**config.mk**
```make
export PLATFORM = sky130hd
export DESIGN_NAME = byte_word_packer_flat
export DESIGN_NICKNAME = d
export VERILOG_FILES = /design/src/rtl/byte_word_packer_pkg.sv /design/src/rtl/byte_word_packer_if.sv /design/src/rtl/byte_word_packer_out_reg.sv /design/src/rtl/byte_word_packer.sv /design/src/flat_wrapper.sv
export SDC_FILE = /design/constraint.sdc
export NUM_CORES = 1
export LEC_CHECK = 0
export ABC_AREA = 1
export BUFFER_PORTS_ARGS = -buffer_cell sky130_fd_sc_hd__buf_4
export CORE_UTILIZATION = 45
export CTS_CLUSTER_SIZE = 25
export DETAILED_ROUTE_END_ITERATION = 8
export HOLD_SLACK_MARGIN = 0.02
export PLACE_DENSITY = 0.76
export SLEW_MARGIN = 40
export SYNTH_ARGS = -nofsm -noshare
export SYNTH_HDL_FRONTEND = slang
export SYNTH_SLANG_ARGS = --single-unit
```
**constraint.sdc**
```tcl
create_clock -name clk -period 3.1 [get_ports clk]
set_clock_uncertainty 0.15 [all_clocks]
set_input_delay 0.775 -clock clk [delete_from_list [all_inputs] [get_ports clk]]
set_output_delay 0.775 -clock clk [all_outputs]
set_load 0.005 [all_outputs]
```
**src/rtl/byte_word_packer_pkg.sv**
```systemverilog
// Shared definitions for the byte-to-word packer: byte width, lane index
// type, byte-count width helper and the zero-pad mask used on flush.
package byte_word_packer_pkg;

  localparam int BYTE_W    = 8;
  localparam int MAX_BYTES = 8;

  // Lane index wide enough for the largest legal word (8 lanes)
  typedef logic [2:0] lane_idx_t;

  // All-ones reference word; shifted right to keep only the filled lanes
  localparam logic [MAX_BYTES*BYTE_W-1:0] PAD_MASK_ALL = '1;

  // Width needed to hold a byte count of 0..n_bytes
  function automatic int calc_cnt_w(input int n_bytes);
    return $clog2(n_bytes + 1);
  endfunction

  // Mask with ones in the lowest n_lanes byte lanes, zeros above
  function automatic logic [MAX_BYTES*BYTE_W-1:0] pad_mask(input int n_lanes);
    if (n_lanes >= MAX_BYTES) begin
      return PAD_MASK_ALL;
    end
    return PAD_MASK_ALL >> (BYTE_W * (MAX_BYTES - n_lanes));
  endfunction

endpackage

```
**src/rtl/byte_word_packer_if.sv**
```systemverilog
// Bus bundle for the packer: read side towards the byte store stage,
// word side towards the consumer, plus flush control and status.
// The master modport is the packer's view, slave is its environment.
interface byte_word_packer_if
  import byte_word_packer_pkg::*;
#(
  parameter int N_BYTES = 4,
  parameter int CNT_W   = calc_cnt_w(N_BYTES)
);

  logic                      rd_req;
  logic                      byte_oe;
  logic [BYTE_W-1:0]         byte_in;
  logic                      flush;
  logic [BYTE_W*N_BYTES-1:0] word_out;
  logic [CNT_W-1:0]          word_bytes;
  logic                      word_valid;
  logic                      word_ready;
  logic                      flush_done;
  logic                      err;

  modport master (
    output rd_req,
    input  byte_oe,
    input  byte_in,
    input  flush,
    output word_out,
    output word_bytes,
    output word_valid,
    input  word_ready,
    output flush_done,
    output err
  );

  modport slave (
    input  rd_req,
    output byte_oe,
    output byte_in,
    output flush,
    input  word_out,
    input  word_bytes,
    input  word_valid,
    output word_ready,
    input  flush_done,
    input  err
  );

endinterface

```
**src/rtl/byte_word_packer_out_reg.sv**
```systemverilog
// Valid/ready holding register for the packed word. A load always wins;
// otherwise the word is dropped once the consumer accepts it. Contents are
// frozen while valid is high and ready is low.
module packer_out_reg
  import byte_word_packer_pkg::*;
#(
  parameter int DATA_W = BYTE_W * 4,
  parameter int CNT_W  = 3
) (
  input  logic              clk,
  input  logic              rst,
  input  logic              load,
  input  logic [DATA_W-1:0] load_word,
  input  logic [CNT_W-1:0]  load_bytes,
  input  logic              ready,
  output logic [DATA_W-1:0] word_q,
  output logic [CNT_W-1:0]  bytes_q,
  output logic              valid_q,
  output logic              can_load
);

  assign can_load = !valid_q || ready;

  // Load a new word, or retire the current one when the consumer takes it
  always_ff @(posedge clk or negedge rst) begin
    if (!rst) begin
      word_q  <= '0;
      bytes_q <= '0;
      valid_q <= 1'b0;
    end else if (load) begin
      word_q  <= load_word;
      bytes_q <= load_bytes;
      valid_q <= 1'b1;
    end else if (valid_q && ready) begin
      valid_q <= 1'b0;
    end
  end

endmodule

```
**src/rtl/byte_word_packer.sv**
```systemverilog
// Byte-to-word packer. Requests bytes from the single-byte store stage,
// captures each one the cycle after its output_enable, assembles them
// little-endian and hands complete (or flushed partial) words downstream.
// Requests are throttled so the word-completing byte can always be loaded.
module byte_word_packer
  import byte_word_packer_pkg::*;
#(
  parameter int N_BYTES = 4,
  parameter int CNT_W   = calc_cnt_w(N_BYTES)
) (
  input logic                clk,
  input logic                rst,
  byte_word_packer_if.master bus
);

  localparam int               WORD_W     = BYTE_W * N_BYTES;
  localparam logic [CNT_W-1:0] LAST_LANE  = CNT_W'(N_BYTES - 1);
  localparam logic [CNT_W-1:0] FULL_COUNT = CNT_W'(N_BYTES);
  localparam logic [CNT_W:0]   OCC_LIMIT  = (CNT_W + 1)'(N_BYTES - 1);

  logic [CNT_W-1:0]  cnt;
  logic              pend;
  logic [WORD_W-1:0] asm_word;
  logic              flush_pend;
  logic              flush_done_q;
  logic              err_q;

  logic [CNT_W:0]    occ;
  logic              rd_req;
  logic              word_full;
  logic              flush_cond;
  logic              load;
  lane_idx_t         lane;
  logic [WORD_W-1:0] merged_word;
  logic [WORD_W-1:0] load_word;
  logic [CNT_W-1:0]  load_bytes;

  logic              can_load;
  logic              out_valid;
  logic [WORD_W-1:0] out_word;
  logic [CNT_W-1:0]  out_bytes;

  // Bytes already held or in flight; with a stalled output we stop one short
  // of a full word so the completing byte never meets a busy register.
  assign occ    = {1'b0, cnt} + {{CNT_W{1'b0}}, pend};
  assign rd_req = !flush_pend && (!out_valid || (occ < OCC_LIMIT));

  assign word_full  = pend && (cnt == LAST_LANE);
  assign flush_cond = flush_pend && !pend && can_load;
  assign load       = word_full || (flush_cond && (cnt != '0));
  assign lane       = lane_idx_t'(cnt);

  // Assembly buffer with the returning byte dropped into its lane
  always_comb begin
    merged_word = asm_word;
    merged_word[lane*BYTE_W +: BYTE_W] = bus.byte_in;
  end

  // Select between a completed word and a zero-padded flush remnant
  always_comb begin
    if (word_full) begin
      load_word  = merged_word;
      load_bytes = FULL_COUNT;
    end else begin
      load_word  = asm_word & WORD_W'(pad_mask(int'(cnt)));
      load_bytes = cnt;
    end
  end

  // Capture pipeline: track the in-flight byte and fill the assembly buffer
  always_ff @(posedge clk or negedge rst) begin
    if (!rst) begin
      pend     <= 1'b0;
      cnt      <= '0;
      asm_word <= '0;
    end else begin
      pend <= bus.byte_oe && rd_req;
      if (word_full) begin
        cnt      <= '0;
        asm_word <= '0;
      end else if (pend) begin
        cnt      <= cnt + CNT_W'(1);
        asm_word <= merged_word;
      end else if (flush_cond) begin
        cnt      <= '0;
        asm_word <= '0;
      end
    end
  end

  // Flush handshake and sticky protocol-error flag
  always_ff @(posedge clk or negedge rst) begin
    if (!rst) begin
      flush_pend   <= 1'b0;
      flush_done_q <= 1'b0;
      err_q        <= 1'b0;
    end else begin
      flush_done_q <= flush_cond;
      if (flush_cond) begin
        flush_pend <= 1'b0;
      end else if (bus.flush) begin
        flush_pend <= 1'b1;
      end
      if (bus.byte_oe && !rd_req) begin
        err_q <= 1'b1;
      end
    end
  end

  packer_out_reg #(
    .DATA_W (WORD_W),
    .CNT_W  (CNT_W)
  ) u_out_reg (
    .clk        (clk),
    .rst        (rst),
    .load       (load),
    .load_word  (load_word),
    .load_bytes (load_bytes),
    .ready      (bus.word_ready),
    .word_q     (out_word),
    .bytes_q    (out_bytes),
    .valid_q    (out_valid),
    .can_load   (can_load)
  );

  assign bus.rd_req     = rd_req;
  assign bus.word_out   = out_word;
  assign bus.word_bytes = out_bytes;
  assign bus.word_valid = out_valid;
  assign bus.flush_done = flush_done_q;
  assign bus.err        = err_q;

endmodule

```
**src/flat_wrapper.sv**
```systemverilog
// flat-port wrapper written by rule: the top's interface ports become plain ports
module byte_word_packer_flat import byte_word_packer_pkg::*;
#(
  parameter int N_BYTES = 4,
  parameter int CNT_W   = calc_cnt_w(N_BYTES)
)
  (clk, rst, bus_rd_req, bus_byte_oe, bus_byte_in, bus_flush, bus_word_out, bus_word_bytes, bus_word_valid, bus_word_ready, bus_flush_done, bus_err);
  byte_word_packer_if #(.N_BYTES(N_BYTES), .CNT_W(CNT_W)) bus_i ();
  input logic clk;
  input logic rst;
  output wire logic [$bits(bus_i.rd_req)-1:0] bus_rd_req;
  input wire logic [$bits(bus_i.byte_oe)-1:0] bus_byte_oe;
  input wire logic [$bits(bus_i.byte_in)-1:0] bus_byte_in;
  input wire logic [$bits(bus_i.flush)-1:0] bus_flush;
  output wire logic [$bits(bus_i.word_out)-1:0] bus_word_out;
  output wire logic [$bits(bus_i.word_bytes)-1:0] bus_word_bytes;
  output wire logic [$bits(bus_i.word_valid)-1:0] bus_word_valid;
  input wire logic [$bits(bus_i.word_ready)-1:0] bus_word_ready;
  output wire logic [$bits(bus_i.flush_done)-1:0] bus_flush_done;
  output wire logic [$bits(bus_i.err)-1:0] bus_err;
  assign bus_rd_req = bus_i.rd_req;
  assign bus_i.byte_oe = bus_byte_oe;
  assign bus_i.byte_in = bus_byte_in;
  assign bus_i.flush = bus_flush;
  assign bus_word_out = bus_i.word_out;
  assign bus_word_bytes = bus_i.word_bytes;
  assign bus_word_valid = bus_i.word_valid;
  assign bus_i.word_ready = bus_word_ready;
  assign bus_flush_done = bus_i.flush_done;
  assign bus_err = bus_i.err;
  byte_word_packer #(.N_BYTES(N_BYTES), .CNT_W(CNT_W)) u_core (.clk(clk), .rst(rst), .bus(bus_i));
endmodule
```
=== Yosys cells after proc, flatten, opt, wreduce, memory -nomap -nowiden ===
Index checks and enable logic that the tools add are counted.

* Memory bits (read-only): 0
* Memories: 0
* Output and inout port bits: 39
* Bits in latches: 0
* Register bits after elaboration: 75
* Bits in writable memories: 0
* Logic and storage cells: 51

* Shift operators: 3
* Eq/ne operators: 1
* $add $sub $neg: 4
* Reductions and logical operators: 19
* Mux-type cells: 13
* $mul: 0
* Bitwise logic cells: 1
* Order comparisons: 1
* Div/mod/pow operators: 0

{| class="wikitable"
|+ Operators with widths
! cell !! number
|-
| $mux W32 || 4
|-
| $shr A64 B32 Y32 const A || 1
|-
| $neg A6 Y34 || 1
|-
| $shift A8 B34 Y32 const A || 1
|-
| $shiftx A8 B34 Y32 || 1
|-
| $and A32 B32 Y32 || 1
|-
| $bwmux W32 || 1
|-
| $mux W3 || 4
|-
| $logic_and A1 B1 Y1 || 8
|-
| $reduce_bool A3 Y1 || 2
|-
| $sub A4 B3 Y5 const A || 1
|-
| $add A3 B1 Y4 || 1
|-
| $logic_not A1 Y1 || 4
|-
| $lt A4 B2 Y1 const B || 1
|-
| $mux W1 || 4
|-
| $reduce_bool A2 Y1 || 2
|-
| $add A3 B1 Y3 const B || 1
|-
| $eq A3 B2 Y1 const B || 1
|-
| $logic_or A1 B1 Y1 || 3
|}

=== Longest topological paths before layout ===
Gate-level depths: netlist of run 1.

* Depth in word-level cells: 6
* Mapped depth: 13

=== Cells and area by module ===
Synthesis of run 1 repeated with hierarchy kept, for this count alone.

* Cells, all modules: 490
* Area, all modules: 3897.5 um^2

{| class="wikitable"
|+ Modules (own cells, without submodules)
! module !! sequential area each (um^2) !! area an instance (um^2) !! cells each !! instances
|-
| byte_word_packer || 975.9 || 2477.4 || 338 || 1
|-
| packer_out_reg || 900.9 || 1420.1 || 152 || 1
|}

=== Worst setup path before layout of run 1 ===
No wires, ideal clock.

* Path kind: reg-to-output
* Start: register u_core.cnt[0]
* End: output port bus_rd_req
* Data required time: 2.175 ns
* Setup slack: 0.847 ns
* Arrival time: 1.328 ns
* Cell stages (with the launch flop): 9
* Cell sequence: dfrtp_1 > ha_1 > ha_1 > or2_2 > nand2_1 > nand2_1 > nand2_1 > nand2_1 > inv_1

* Cells in the longest elaborated chain, start to end: 4

{| class="wikitable"
|+ RTL lines
! element !! line !! text
|-
| start: declaration || byte_word_packer.sv:21 || <nowiki>logic [CNT_W-1:0] cnt;</nowiki>
|-
| start signal: assignment || byte_word_packer.sv:82 || <nowiki>cnt <= cnt + CNT_W'(1);</nowiki>
|-
| $add A3 B1 Y4 || byte_word_packer.sv:45 || <nowiki>assign occ = {1'b0, cnt} + {{CNT_W{1'b0}}, pend};</nowiki>
|-
| $lt A4 B2 Y1 || byte_word_packer.sv:46 || <nowiki>assign rd_req = !flush_pend && (!out_valid || (occ < OCC_LIMIT));</nowiki>
|-
| $logic_or A1 B1 Y1 || byte_word_packer.sv:46 ||
|-
| $logic_and A1 B1 Y1 || byte_word_packer.sv:46 ||
|-
| end: declaration || flat_wrapper.sv:11 || <nowiki>output wire logic [$bits(bus_i.rd_req)-1:0] bus_rd_req;</nowiki>
|}

Every way passes these cells.

=== Worst setup path in the final report of run 1 ===
* Start: register u_core.pend
* End: output port bus_rd_req

* Cells in the longest elaborated chain, start to end: 4

{| class="wikitable"
|+ RTL lines
! element !! line !! text
|-
| start: declaration || byte_word_packer.sv:22 || <nowiki>logic pend;</nowiki>
|-
| start signal: assignment || byte_word_packer.sv:77 || <nowiki>pend <= bus.byte_oe && rd_req;</nowiki>
|-
| $add A3 B1 Y4 || byte_word_packer.sv:45 ||
|-
| $lt A4 B2 Y1 || byte_word_packer.sv:46 ||
|-
| $logic_or A1 B1 Y1 || byte_word_packer.sv:46 ||
|-
| $logic_and A1 B1 Y1 || byte_word_packer.sv:46 ||
|}

Every way passes these cells.

==> results of run 1 <==
how the worst max path moves through the flow:
stage / cells past startpoint / to
after global placement: 9 / bus_rd_req
after floorplan: 8 / bus_rd_req
after CTS: 9 / bus_rd_req
after detailed placement: 9 / u_core.u_out_reg.word_q[19]
after global routing: 9 / bus_rd_req
final: 9 / bus_rd_req
state kept, by name (all words and copies together), names as in the netlist:
name and flops:
u_core.flush_pend 1, u_core.asm_word 32, u_core.pend 1, u_core.u_out_reg.word_q 32, u_core.u_out_reg.valid_q 1, u_core.bus.err 1
u_core.cnt 3, u_core.u_out_reg.bytes_q 3, u_core.bus.flush_done 1
routing by layer:
metal  track usage  vias up  part of all wire
met5             0        -                 0
met4       0.07463        0             0.014
met3       0.04545       11             0.064
met2        0.3952      131              0.48
met1        0.3179     1743              0.44
li1              -     1761                 -
through the flow:
| step | area, um^2 | cells | total power, W | hold WS (ns) |
|---|---|---|---|---|
| after floorplan | 3938 | 520 | 0.002319 | 0.3067 |
| after global placement | 4408 | 664 | 0.002737 | 0.3009 |
| after detailed placement | 4412 | 664 | 0.002788 | 0.3209 |
| after CTS | 4676 | 680 | 0.003769 | 0.3178 |
| after global routing | 4676 | 680 | 0.003977 | 0.3538 |
| final | 4676 | 680 | 0.003773 | 0.2951 |
cells in the final DEF (no fill, tap or decap), types with 2 or more instances in the layout:
cell and n:
buf_4 57, bufinv_16 4, clkbuf_8 9, clkinvlp_4 2, dfrtp_1 75, ha_1 11
inv_1 36, inv_2 4, nand2_1 213, nand2_2 2, nand2_4 2, nand3_1 78
nand3_2 2, nand3b_1 6, nor2_1 16, nor2_2 4, nor2_4 2, o21ai_0 31
o21ai_1 13
kinds of logic (layout without fill, tap and decap cells):
kind of cell,after synthesis,in the layout
AOI/OAI and AO/OA,47,47
adders and majority gates,11,11
buffers and inverters,59,114
DFF,75,75
and+or+nand+nor,328,328
worst max-delay path: stages, from the launching register on:
cell     delay, ns
dfrtp_1       0.44
ha_1          0.25
ha_1          0.19
or2_2         0.27
nand2_1       0.07
nand2_1       0.05
nand2_1       0.05
nand2_1       0.08
inv_1         0.06
buf_4         0.10
power breakdown:
part / total (W) / switching [W] / internal (W) / leakage (nW)
Sequential: 0.00119 / 0.0000929 / 0.00109 / 1.03
Combinational: 0.00160 / 0.00116 / 0.000438 / 1.28
Clock: 0.000988 / 0.000374 / 0.000614 / 0.125
Total: 0.00377 / 0.00163 / 0.00215 / 2.44
area by class of cell:
class	instances	area, um^2	area share
clock buffers	9	123.9	0.02649
clock inverters	7	140.1	0.02997
flip-flops and latches	75	1877	0.4014
repair buffers	58	439.2	0.09393
multi-input cells	386	1814	0.3880
well taps	105	131.4	0.02810
inverters	40	150.1	0.03211
==> run_results.csv, run 1 <==
group,metric,value,unit
worst_setup_path,worstReg2RegStart,"u_core.cnt[1]",
cts,cts.repair.resized,0,
yosys,synth_xor_xnor_area_share,0,
grt,antenna_found_initial,0,
timing,setup-violations-final,0,
worst_setup_path,cp_data_arrival_time,1.89,ns
place,pre_cts_worst_setup_slack,0.6736,ns
floorplan,design.portCount,52,
yosys,simple_gate_share_of_the_synthesized_area,0.3629,
grt,track_usage,0.2393,
timing,setup_total_negative_slack,0,ns
yosys,netlist-cell-type-count,27,
power,power.density,807.0,nW/um^2
final_layout,syn2layout_area_growth,18.75,%
min_path,hp-class,"primary input to async pin",
grt,pin_count_of_the_biggest_net_entering_global_routing,76,
cts,total_number_of_clock_tree_sinks,75,
cts,htree_levels,3,
yosys,async_flop_share,1.000,
detailed_routing,routedWlPerCell,15.02,um
yosys,yosysWarnings,0,
timing,rsz0062_at_grt,"false",
worst_setup_path,reg2reg_depth,9,
timing,hold_violations,0,
worst_setup_path,required,2.17,ns
power,ir_worst_vdd,0.0004408,V
power,static-leakage-power,2.438,nW
floorplan,std_cell_rows,33,
detailed_routing,detailedRoute.firstIterationViolations,244,
final_layout,layout-drive-gt1-share,0.1617,
timing,final_max_slew_viol_count,0,
yosys,arithmetic_cell_share_of_the_synthesized_area_counting_full_adders_half_adders_and_majority_gates,0.03495,
yosys,sequential_cell_area_fraction_in_the_yosys_report,0.4766,
worst_setup_path,path_max_fanout,5,
cts,cts.repair_timing.setup_buffer_count,0,
yosys,edff_count_synth,0,
timing,post-route-period-util,0.9067,
detailed_routing,vias_per_cell,5.362,
cts,insertion_delay,0.35,ns
cts,clkTransAtPathRegs,0.08,ns
yosys,post_synth_main_area_contributors,"dfrtp_1 (48%), nand2_1 (20%), nand3_1 (9.9%)",
detailed_routing,firstDrtPassIters,4,
detailed_routing,drcViolationCount,0,
final_layout,inserted_diodes,0,
yosys,yosys.cell_count.top_type,"nand2_1",
timing,relSlewSlack,0.5532,
detailed_routing,dr_total_vias,3646,
floorplan,start_util,0.4721,
grt,first_global_vias,3437,
final_layout,finish.net_count,594,
floorplan,coreArea,8341,um^2
cts,tritoncts.num_buffers,9,
yosys,synth-seq-cells,75,
yosys,synth_top_family_by_area,"simple AND/OR/NAND/NOR gates",
yosys,fraction_of_the_mapped_netlist_area_in_compound_gates,0.06228,
yosys,syn_nets,544,
cts,clock_tree.buffer_depth,2,
timing,tightestPinTransition,0.6702,ns
cts,root_buffer,"clkbuf_8",
flow_run,maxCapViolCount,0,
run_status,result_of_the_run,"completed",
yosys,yosysTopAreaCellShare,0.4766,
final_layout,fillerInstances,792,
yosys,top_cells_by_instance_count_after_synthesis,"nand2_1 (213), nand3_1 (78), dfrtp_1 (75)",
place,port-buffer-count,51,
detailed_routing,antenna_left,0,
detailed_routing,routed_wirelength,10210,um
timing,final_period_minus_worst_setup_slack,2.811,ns
place,gp_routability_congestion,0.8308,
worst_setup_path,crit_type,"flip-flop to output port",
place,dp_hpwl,6588,um
floorplan,floorplan.die_area,9128,um^2
worst_setup_path,regToRegSetupSlack,0.54,ns
yosys,syn-mean-instance-area,7.572,um^2
worst_setup_path,critical_path_launch_point,"u_core.pend",
yosys,netlist_area,3938,um^2
yosys,netlist_instances,520,
grt,grt_pass1_wl,16500,um
timing,timing.final.ws_setup,0.2891,ns
floorplan,floorplan.die.height,95.54,um
grt,grt_overflow,0,
floorplan,die_width,95.54,um
worst_setup_path,critPathCaptureType,"output port",
yosys,mux_contribution_to_synthesized_area,0,
worst_setup_path,crit-reg2reg-capture,"u_core.asm_word[17]",
timing,maxClockFrequency,355.8,MHz
yosys,ys.flop_type,"dfrtp_1",
worst_setup_path,timing.critical_path.from_type,"flip-flop",
cts,ctsHoldBuffers,0,
final_layout,post-route-util,0.5606,
yosys,synth_largest_area_cell,"dfrtp_1",
cts,tritoncts,"yes",
Note: power is estimated with default switching activity, not from simulation.
==> run 2: changes to the inputs <==
--- a/config.mk
+++ b/config.mk
@@ -7,6 +7,7 @@
 export LEC_CHECK = 0
 export ABC_AREA = 1
 export BUFFER_PORTS_ARGS = -buffer_cell sky130_fd_sc_hd__buf_4
+export CORE_ASPECT_RATIO = 0.9
 export CORE_UTILIZATION = 45
 export CTS_CLUSTER_SIZE = 25
 export DETAILED_ROUTE_END_ITERATION = 8
==> run 2 against run 1 <==
Against the previous run: utilization shrank 0.19 points; combinational power about the same; critical endpoint unchanged; non-clock buffer count did not move.
==> run_results.csv, run 2 (synthesis gave the netlist of run 1 again) <==
group,metric,value,unit
run_status,result_of_the_run,"completed",
timing,maxClockFrequency,351.2,MHz
final_layout,layout_common_cells,"nand2_1 (213), nand3_1 (78), dfrtp_1 (75), buf_4 (57), inv_1 (36)",
worst_setup_path,required,2.17,ns
final_layout,mostFrequentLayoutCell,"nand2_1",
final_layout,post-route-util,0.5587,
timing,setup-violations-final,0,
final_layout,regArea,1877,um^2
final_layout,syn2layout_area_growth,17.22,%
cts,total_number_of_clock_tree_sinks,75,
grt,pin_count_of_the_biggest_net_entering_global_routing,76,
worst_setup_path,timing.critical_path.from_type,"flip-flop",
final_layout,layout-drive-gt1-share,0.1600,
worst_setup_path,critPathCaptureType,"output port",
worst_setup_path,path_max_fanout,5,
place,dp_hpwl,6600,um
cts,clkTransAtPathRegs,0.09,ns
worst_setup_path,crit_type,"flip-flop to output port",
final_layout,reg_top3,"u_core.asm_word x32, u_core.u_out_reg.word_q x32",
cts,tritoncts,"yes",
final_layout,finish.net_count,594,
timing,relSlewSlack,0.5386,
floorplan,design.portCount,52,
cts,clock_tree.buffer_depth,2,
cts,insertion_delay,0.35,ns
grt,grt_overflow,0,
floorplan,std_cell_rows,31,
timing,rsz0062_at_grt,"false",
detailed_routing,routedWlPerCell,14.80,um
detailed_routing,antenna_left,0,
detailed_routing,detailedRoute.firstIterationViolations,254,
floorplan,floorplan.die_area,9128,um^2
floorplan,start_util,0.4766,
power,static-leakage-power,2.405,nW
final_layout,multiInputGateArea,1814,um^2
grt,first_global_vias,3540,
detailed_routing,routed_wirelength,10210,um
place,gp_routability_congestion,0.8714,
cts,cts.repair.resized,0,
timing,final_max_slew_viol_count,0,
detailed_routing,dr_total_vias,3688,
cts,cts.repair_timing.setup_buffer_count,0,
timing,final_period_minus_worst_setup_slack,2.847,ns
cts,htree_levels,3,
timing,post-route-period-util,0.9185,
detailed_routing,firstDrtPassIters,5,
min_path,hp-class,"primary input to async pin",
flow_run,maxCapViolCount,0,
final_layout,inserted_diodes,0,
timing,hold_violations,0,
power,ir_worst_vdd,0.0004603,V
floorplan,die_width,100.6,um
power,power.density,768.5,nW/um^2
floorplan,floorplan.die.height,90.74,um
grt,antenna_found_initial,0,
detailed_routing,drcViolationCount,0,
timing,tightestPinTransition,0.6920,ns
grt,track_usage,0.2468,
cts,tritoncts.num_buffers,9,
place,port-buffer-count,51,
detailed_routing,vias_per_cell,5.345,
worst_setup_path,cp_data_arrival_time,1.92,ns
grt,grt_pass1_wl,17490,um
timing,setup_total_negative_slack,0,ns
cts,root_buffer,"clkbuf_8",
cts,ctsHoldBuffers,0,
final_layout,fillerInstances,781,
floorplan,coreArea,8262,um^2
==> run 2: cell types whose count changed in the layout (fill, tap and decap cells not counted) <==
cell | before | now
clkinv_2 | 1 | 2
inv_6 | 0 | 1
clkbuf_1 | 0 | 1
bufinv_16 | 4 | 1
==> run 2: layout make-up <==
cell class                 count  area share
clock buffer                  10     0.02765
multi-input combinational    386      0.3931
inverter                      40     0.03253
clock inverter                 6     0.01382
tap                          115     0.03117
sequential                    75      0.4066
timing repair buffer          58     0.09515
==> run 2: power breakdown <==
part | switching, W | internal [W]
clock network | 0.000383 | 0.000372
registers | 0.0000937 | 0.00109
logic | 0.00116 | 0.000441
total | 0.00164 | 0.00191
==> run 2: path summary, 6_finish.rpt <==
| check | start | end | slack, ns | depth (start not counted) |
|---|---|---|---|---|
| max | u_core.pend | bus_rd_req | 0.25 | 9 |
| min | rst | u_core.u_out_reg.word_q[29] | 0.25 | 1 |
| max reg2reg | u_core.cnt[1] | u_core.u_out_reg.word_q[16] | 0.58 | 9 |
| min reg2reg | u_core.bus.err | u_core.bus.err | 0.34 | 2 |
| max in group asynchronous | rst | u_core.asm_word[14] | 2.03 | 1 |
| min in group clk | u_core.bus.err | u_core.bus.err | 0.34 | 2 |
==> run 2: stage by stage <==
stage,setup slack (ns),std cells,total power (W),area [um^2],hold slack [ns]
after CTS,0.2397,690,0.003540,4616,0.3058
after floorplan,0.8467,520,0.002319,3938,0.3067
after global routing,0.1155,690,0.003793,4616,0.3338
final,0.2528,690,0.003547,4616,0.2519
after detailed placement,0.6337,674,0.002783,4424,0.3217
after global placement,0.6619,674,0.002751,4420,0.3043
==> run 2: per-layer routing <==
metal  vias to the layer above  wire [um]  GRT usage
li1                       1763          -          -
met1                      1710       4541     0.3441
met2                       191       4458     0.3647
met3                        24        895    0.05031
met4                         0        314     0.1184
met5                         -          0          0
==> run 2: critical path: stages, from the launching register on <==
cell	delay [ns]
dfrtp_1	0.43
ha_1	0.24
ha_1	0.20
or2_2	0.28
nand2_1	0.08
nand2_1	0.05
nand2_1	0.05
nand2_1	0.08
inv_1	0.06
buf_4	0.10
